<file path="src/rtl/chunk_serial_adder.sv">
// Multi-cycle add/subtract unit: adds two WIDTH-bit operands CHUNK bits per clock
// through a single carry register, with valid/ready handshakes on both sides.
module chunk_serial_adder #(
    parameter int unsigned WIDTH = 64,
    parameter int unsigned CHUNK = 16
) (
    input  logic             clk,
    input  logic             rst_n,
    input  logic             in_valid,
    output logic             in_ready,
    input  logic [WIDTH-1:0] a,
    input  logic [WIDTH-1:0] b,
    input  logic             cin,
    input  logic             sub,
    output logic             out_valid,
    input  logic             out_ready,
    output logic [WIDTH-1:0] sum,
    output logic             cout,
    output logic             ovf
);

    localparam int unsigned NCH = WIDTH / CHUNK;
    localparam int unsigned IW  = (NCH > 1) ? $clog2(NCH) : 1;
    localparam logic [IW-1:0] LastIdx = IW'(NCH - 1);

    if (WIDTH % CHUNK != 0) begin : g_bad_chunk
        $error("chunk_serial_adder: WIDTH must be a multiple of CHUNK");
    end

    typedef enum logic [1:0] {StIdle, StRun, StDone} state_e;

    state_e           state_q, state_d;
    logic [IW-1:0]    idx_q, idx_d;
    logic             carry_q, carry_d;
    logic [WIDTH-1:0] a_q, a_d;
    logic [WIDTH-1:0] b_q, b_d;     // holds ~b for subtraction
    logic [WIDTH-1:0] sum_q, sum_d;
    logic             cout_q, cout_d;
    logic             ovf_q, ovf_d;

    logic [CHUNK-1:0] a_chunk, b_chunk, s_chunk;
    logic             c_chunk;

    // One chunk-wide slice of the adder, selected by the chunk index.
    always_comb begin
        a_chunk = a_q[idx_q*CHUNK +: CHUNK];
        b_chunk = b_q[idx_q*CHUNK +: CHUNK];
        {c_chunk, s_chunk} = {1'b0, a_chunk} + {1'b0, b_chunk} + {{CHUNK{1'b0}}, carry_q};
    end

    // Next-state logic: accept in IDLE, one chunk per cycle in RUN, hold in DONE.
    always_comb begin
        state_d = state_q;
        idx_d   = idx_q;
        carry_d = carry_q;
        a_d     = a_q;
        b_d     = b_q;
        sum_d   = sum_q;
        cout_d  = cout_q;
        ovf_d   = ovf_q;
        unique case (state_q)
            StIdle: begin
                if (in_valid) begin
                    state_d = StRun;
                    a_d     = a;
                    b_d     = sub ? ~b : b;
                    carry_d = sub | cin;  // subtraction is a + ~b + 1
                    idx_d   = '0;
                end
            end
            StRun: begin
                sum_d[idx_q*CHUNK +: CHUNK] = s_chunk;
                carry_d = c_chunk;
                if (idx_q == LastIdx) begin
                    cout_d  = c_chunk;
                    // The last chunk carries the MSB, so s_chunk's top bit is sum[MSB].
                    ovf_d   = (a_q[WIDTH-1] == b_q[WIDTH-1]) &&
                              (s_chunk[CHUNK-1] != a_q[WIDTH-1]);
                    idx_d   = '0;
                    state_d = StDone;
                end else begin
                    idx_d = idx_q + 1'b1;
                end
            end
            StDone: begin
                if (out_ready) begin
                    state_d = StIdle;
                end
            end
            default: state_d = StIdle;
        endcase
    end

    // State and datapath registers; reset aborts any operation in flight.
    always_ff @(posedge clk or negedge rst_n) begin
        if (!rst_n) begin
            state_q <= StIdle;
            idx_q   <= '0;
            carry_q <= 1'b0;
            a_q     <= '0;
            b_q     <= '0;
            sum_q   <= '0;
            cout_q  <= 1'b0;
            ovf_q   <= 1'b0;
        end else begin
            state_q <= state_d;
            idx_q   <= idx_d;
            carry_q <= carry_d;
            a_q     <= a_d;
            b_q     <= b_d;
            sum_q   <= sum_d;
            cout_q  <= cout_d;
            ovf_q   <= ovf_d;
        end
    end

    assign in_ready  = (state_q == StIdle);
    assign out_valid = (state_q == StDone);
    assign sum       = sum_q;
    assign cout      = cout_q;
    assign ovf       = ovf_q;

endmodule
</file>
<file path="config.mk">
export PLATFORM = sky130hd
export DESIGN_NAME = chunk_serial_adder
export DESIGN_NICKNAME = d
export VERILOG_FILES = /design/src/rtl/chunk_serial_adder.sv
export SDC_FILE = /design/constraint.sdc
export NUM_CORES = 1
export LEC_CHECK = 0
export CAP_MARGIN = 20
export CORE_MARGIN = 4
export CORE_UTILIZATION = 45
export CTS_CLUSTER_SIZE = 10
export DETAILED_ROUTE_END_ITERATION = 10
export GPL_TIMING_DRIVEN = 0
export PLACE_DENSITY = 0.72
export SLEW_MARGIN = 20
export SYNTH_ARGS = -nofsm -noshare
export SYNTH_HDL_FRONTEND = slang
export SYNTH_SLANG_ARGS = --single-unit
</file>
<file path="constraint.sdc">
create_clock -name clk -period 4.2 [get_ports clk]
set_input_delay 0.84 -clock clk [delete_from_list [all_inputs] [get_ports clk]]
set_output_delay 0.84 -clock clk [all_outputs]
set_load 0.01 [all_outputs]
</file>
Word-level counts from Yosys, hierarchy flattened --
Cells that the tools add are included.
Storage, ports and cells: flip-flop bits (word level) 199, latch bits 0, bits in writable memories 0, bits in read-only memories 0, input port bits 134, output and inout bits 68, word-level logic and storage cells 44, memories kept 0
Cells by class: add/subtract/negate cells 4, $mul 0, divide/modulo/power cells 0, order comparisons 0, eq/ne operators 8, shifts and indexed selects 4, multiplexer cells 11, bitwise logic cells 2, reductions and logical operators 7
Operator list (number):
- 64-bit by 7-bit variable part select with 16-bit output | 2
- 64-bit bitwise mux | 1
- 64-bit two-way mux | 1
- 64-bit inverter | 1
- 16-bit by 34-bit variable shift with 64-bit output, first input constant | 1
- 16-bit by 34-bit variable part select with 64-bit output | 1
- 6-bit negation with 34-bit output | 1
- 16-bit by 16-bit adder with 17-bit output | 1
- 17-bit by 1-bit adder with 17-bit output | 1
- 2-bit two-way mux | 5
- 2-bit case mux with 3 select lines | 1
- 2-bit AND reduction | 3
- 2-bit == test, second input constant | 2
- 2-bit != test, second input constant | 2
- 2-bit case mux with 2 select lines | 1
- 3-bit AND reduction | 1
- 2-bit by 1-bit adder with 2-bit output, second input constant | 1
- 2-bit by 1-bit == test with 1-bit output, second input constant | 1
- 2-bit logical NOT | 1
- 2-bit by 1-bit != test with 1-bit output, second input constant | 1
- 1-bit case mux with 2 select lines | 1
- 2-bit nonzero test | 1
- 1-bit == test | 1
- 1-bit logical AND | 1
- 3 further kinds | 3

Logic depth before layout (Yosys ltp) --
depth in word-level cells 5, gate-level depth with buffers 11, mapped depth without buffers 9

Worst setup path after synthesis --
Ideal clock, no wire load.
path kind reg-to-reg, start point reg idx_q[0], end point reg sum_q[62], in the netlist sum[62], library setup time 0.122 ns, data arrival time 3.761 ns, data required time 4.078 ns, setup slack 0.318 ns, stages on the path, launching flop included 12, path buffers 2, period minus slack after synthesis 3.882 ns, path through dfrtp_1 > buf_2 > buf_2 > mux4_2 > fa_1 > fa_1 > a21oi_1 > o21ai_1 > a2111oi_4 > nor4_1 > or3_4 > a32o_1
Between the ends: longest elaborated chain between the ends 5, elaborated cells between the ends (all ways) 8, those cells by class add/sub (3); shift (4); mux (1)
Ends and longest elaborated chain:
- start, declared | RTL line 33 | logic [IW-1:0] idx_q, idx_d;
- start signal, assigned | RTL line 107 | idx_q <= idx_d;
- 64-bit by 7-bit variable part select with 16-bit output, on equally long branches | RTL line 46, 47
- 16-bit by 16-bit adder with 17-bit output | RTL line 48 | {c_chunk, s_chunk} = {1'b0, a_chunk} + {1'b0, b_chunk} + {{CHUNK{1'b0}}, carry_q};
- 17-bit by 1-bit adder with 17-bit output | RTL line 48
- 16-bit by 34-bit variable part select with 64-bit output | RTL line 72 | sum_d[idx_q*CHUNK +: CHUNK] = s_chunk;
- 64-bit bitwise mux (*) | RTL line 72
- end signal, assigned | RTL line 111 | sum_q <= sum_d;
- end, declared | RTL line 37 | logic [WIDTH-1:0] sum_q, sum_d;
Mark *: on every way between the ends. The rest lies on a longest branch, timed or not. A chain may end at the register's enable or synchronous reset.

Worst setup path in the final report --
Same ends and word-level chain as after synthesis.

==> reports/results.ini <==
[placement]
dpl_cell_area_mm2 = 0.0118
place_ws_ns = -0.280
place.port_buffers = 200
gp_congestion = 0.866
place_hpwl_um = 20100

[floorplanning]
core_area_mm2 = 0.0204
die_y_um = 152
start_util = 0.460
die_w_um = 152
die-area_mm2 = 0.0232
rows = 52
io_pins = 202

[logic_synthesis]
ys_top_cells_by_area = dfrtp_1, nand2_1, mux4_2
synth-adder-area-share = 0.0323
synth_commonest_cells = nand2_1, dfrtp_1, xnor2_1
ys_async_sr_fraction = 1.00
yosys.area_share.simple = 0.133
synth-xor-area-share = 0.0720
synth_top_area_share = 0.532
ys_seq_elements = 199
yosysWarnings = 0
synth.area.mux_share = 0.0770
synth_top_area_cell = dfrtp_1
synth_compound_area_frac = 0.130
synth-edff-count = 0
synth_cells = 877
synth_top_family_by_area = simple AND/OR/NAND/NOR gates
netlist_area_mm2 = 0.00936
synth_flop_cell = dfrtp_1
syn_nets = 1034
syn_avg_cell_area_um2 = 10.7
synth-seq-area-share = 0.532
ys_types = 44
synth_most_common_cell = nand2_1

[worst_setup_path]
critPathKind = flip-flop to flip-flop
cp_cell_sequence = buf_4 > buf_6 > mux4_2 > fa_1 > fa_1 > a21oi_2 > o21ai_2 > a2111oi_4 > nor4_1 > or3_4 > a32o_1
crit_fanout = 10
critPathRequiredTime_ns = 4.53
crit_path_start_kind = flip-flop
timing.rr.end = sum[62]
critical_path.slowest_cell = mux4_2
ff2ff_setup_slack_ns = 0.21
cp-end-kind = flip-flop
worstPathArrival_ns = 4.32
crit_path_max_incr_delay_ns = 0.57
r2r_cells = 11
worstReg2RegStart = idx_q[0]
path_common_cell = fa_1

[clocking]
post_cts_resized = 5
cts-root-buf = clkbuf_16
cts.path.max_buffers = 2
clkTransAtPathRegs_ns = 0.08
clk_latency_ns = 0.44
cts_setup_buffers = 0
numCtsBuffers = 17
cts_htree_levels = 4
cts_hold_buf = 0
tritoncts = built
cts.sink_count = 199

[routing]
drtIter0Drc = 318
routed_wl_um = 25500
postRouteAntennaNets = 0
vias_per_cell = 5.29
dr_total_vias = 7300
drt_drc_violations_left = 0
post_drt_wl_per_cell_um = 18.4
drtPass1Iterations = 4

[power]
p_sw_mw = 4.33
total_power_mw = 10.2
power_frac_seq = 0.307
p_comb_frac = 0.523
peakVddDrop_uv = 427
p_leak_nw = 5.57
power_frac_clock = 0.170
switching_share = 0.424
p_per_area_mw_per_mm2 = 820
power.internal_mw = 5.87

[run]
maxCapViolCount = 0

[timing]
worst_pin_slew_ns = 0.738
finalCritPeriodShare = 0.950
fin_skew_ns = 0.0116
rsz0062_at_grt = false
slew_viol_final = 0
min_period_ns = 3.99
slew_headroom = 0.508
setup_violations = 0
hold_violations = 0
fmax_mhz = 251
setup_ws_ns = 0.211

[global_route]
grt_pass1_vias = 7354
track_usage = 0.218
antenna_found_initial = 0
grt_pass1_wl_um = 39900
grt_max_degree = 96
overflow = 0

[layout]
nNetsFinal = 1254
antennaDiodeCount = 0
multi_input_area_mm2 = 0.00417
syn2layout_area_growth_pct = 32.7
fin_util = 0.610
regArea_mm2 = 0.00498
drive_gt1_frac = 0.0784
nFillCells = 1731
finish.instance_area_mm2 = 0.0124

[outcome]
outcome = finished, final reports clean

[hold_path]
hp-class = primary input to async pin

worst max-delay path by stage:
| stage | start | end | slack, ns | cells past startpoint |
|---|---|---|---|---|
| 4_1_cts | idx_q[1] | sum[62] | 0.01 | 11 |
| 3_3_place_gp | rst_n | sum[57] | -5.86 | 1 |
| 6_report | idx_q[0] | sum[62] | 0.21 | 11 |
| 3_5_place_dp | idx_q[0] | sum[62] | -0.28 | 11 |
| 2_1_floorplan | idx_q[0] | sum[62] | 0.32 | 11 |
| 5_1_grt | idx_q[0] | sum[30] | 0.02 | 11 |
registers in the layout, indices dropped and copies added, names as in the netlist:
| signal | cells |
|---|---|
| a_q | 64 |
| b_q | 64 |
| sum | 64 |
| idx_q | 2 |
| state_q | 2 |
| carry_q | 1 |
| cout | 1 |
| ovf | 1 |
power groups by stage:
| stage | Sequential, mW | Clock [mW] | Combinational, mW |
|---|---|---|---|
| 2_1_floorplan | 3.05 | 0 | 3.57 |
| 3_3_place_gp | 3.11 | 0 | 5.18 |
| 3_5_place_dp | 3.13 | 0 | 5.28 |
| 4_1_cts | 3.11 | 1.76 | 5.32 |
| 5_1_grt | 3.21 | 1.84 | 5.88 |
| 6_report | 3.13 | 1.74 | 5.33 |
layer usage:
layer | track usage | share of wire | wire length [um] | vias up
li1 | - | - | - | 3472
met5 | 0 | 0 | 0 | -
met1 | 0.285 | 0.43 | 11000 | 3557
met2 | 0.364 | 0.49 | 12400 | 241
met4 | 0.0616 | 0.019 | 474 | 0
met3 | 0.0534 | 0.063 | 1600 | 30
worst max-delay path, delay by kind of cell (launching register included):
family	cells	cell delay (ns)
flip-flops	1	0.43
adder cells (fa/ha/maj)	2	0.91
multiplexers	1	0.57
buffers and inverters	2	0.46
AND/OR/NAND/NOR	2	0.52
AO/OA/AOI/OAI	4	0.98
through the flow:
step / setup TNS (ns) / cells / hold slack [ns]
6_report: 0 / 1380 / 0.196
5_1_grt: 0 / 1380 / 0.189
4_1_cts: 0 / 1381 / 0.181
3_5_place_dp: -2.71 / 1349 / 0.457
3_3_place_gp: -1164.81 / 1347 / 0.454
2_1_floorplan: 0 / 877 / 0.440
logic make-up (layout without fill, tap and decap cells):
| kind of cell | Yosys count | after routing |
|---|---|---|
| fa+ha+maj | 23 | 23 |
| simple gates | 312 | 312 |
| xor+xnor | 77 | 77 |
| compound gates | 176 | 176 |
| mux | 32 | 32 |
| flops | 199 | 199 |
| buf+inv | 58 | 291 |
final cells by class:
class	count	area share
Sequential cell	199	0.401
Multi-Input combinational cell	620	0.336
Timing Repair Buffer	202	0.166
Clock buffer	20	0.0376
Tap cell	270	0.0272
Buffer	51	0.0174
Clock inverter	12	0.0133
Inverter	6	0.00181
cells in the final DEF, fill, tap and decap left out, types with 11 or more instances in the layout:
master / Yosys / routed
nand2_1: 279 / 279
clkdlybuf4s50_1: 0 / 199
dfrtp_1: 199 / 198
xnor2_1: 71 / 71
o21ai_0: 70 / 70
a22o_1: 56 / 56
clkbuf_1: 39 / 36
mux4_2: 32 / 32
ha_1: 21 / 21
clkbuf_16: 0 / 17
a21oi_1: 12 / 11
Note: power is estimated with default switching activity, not from simulation.
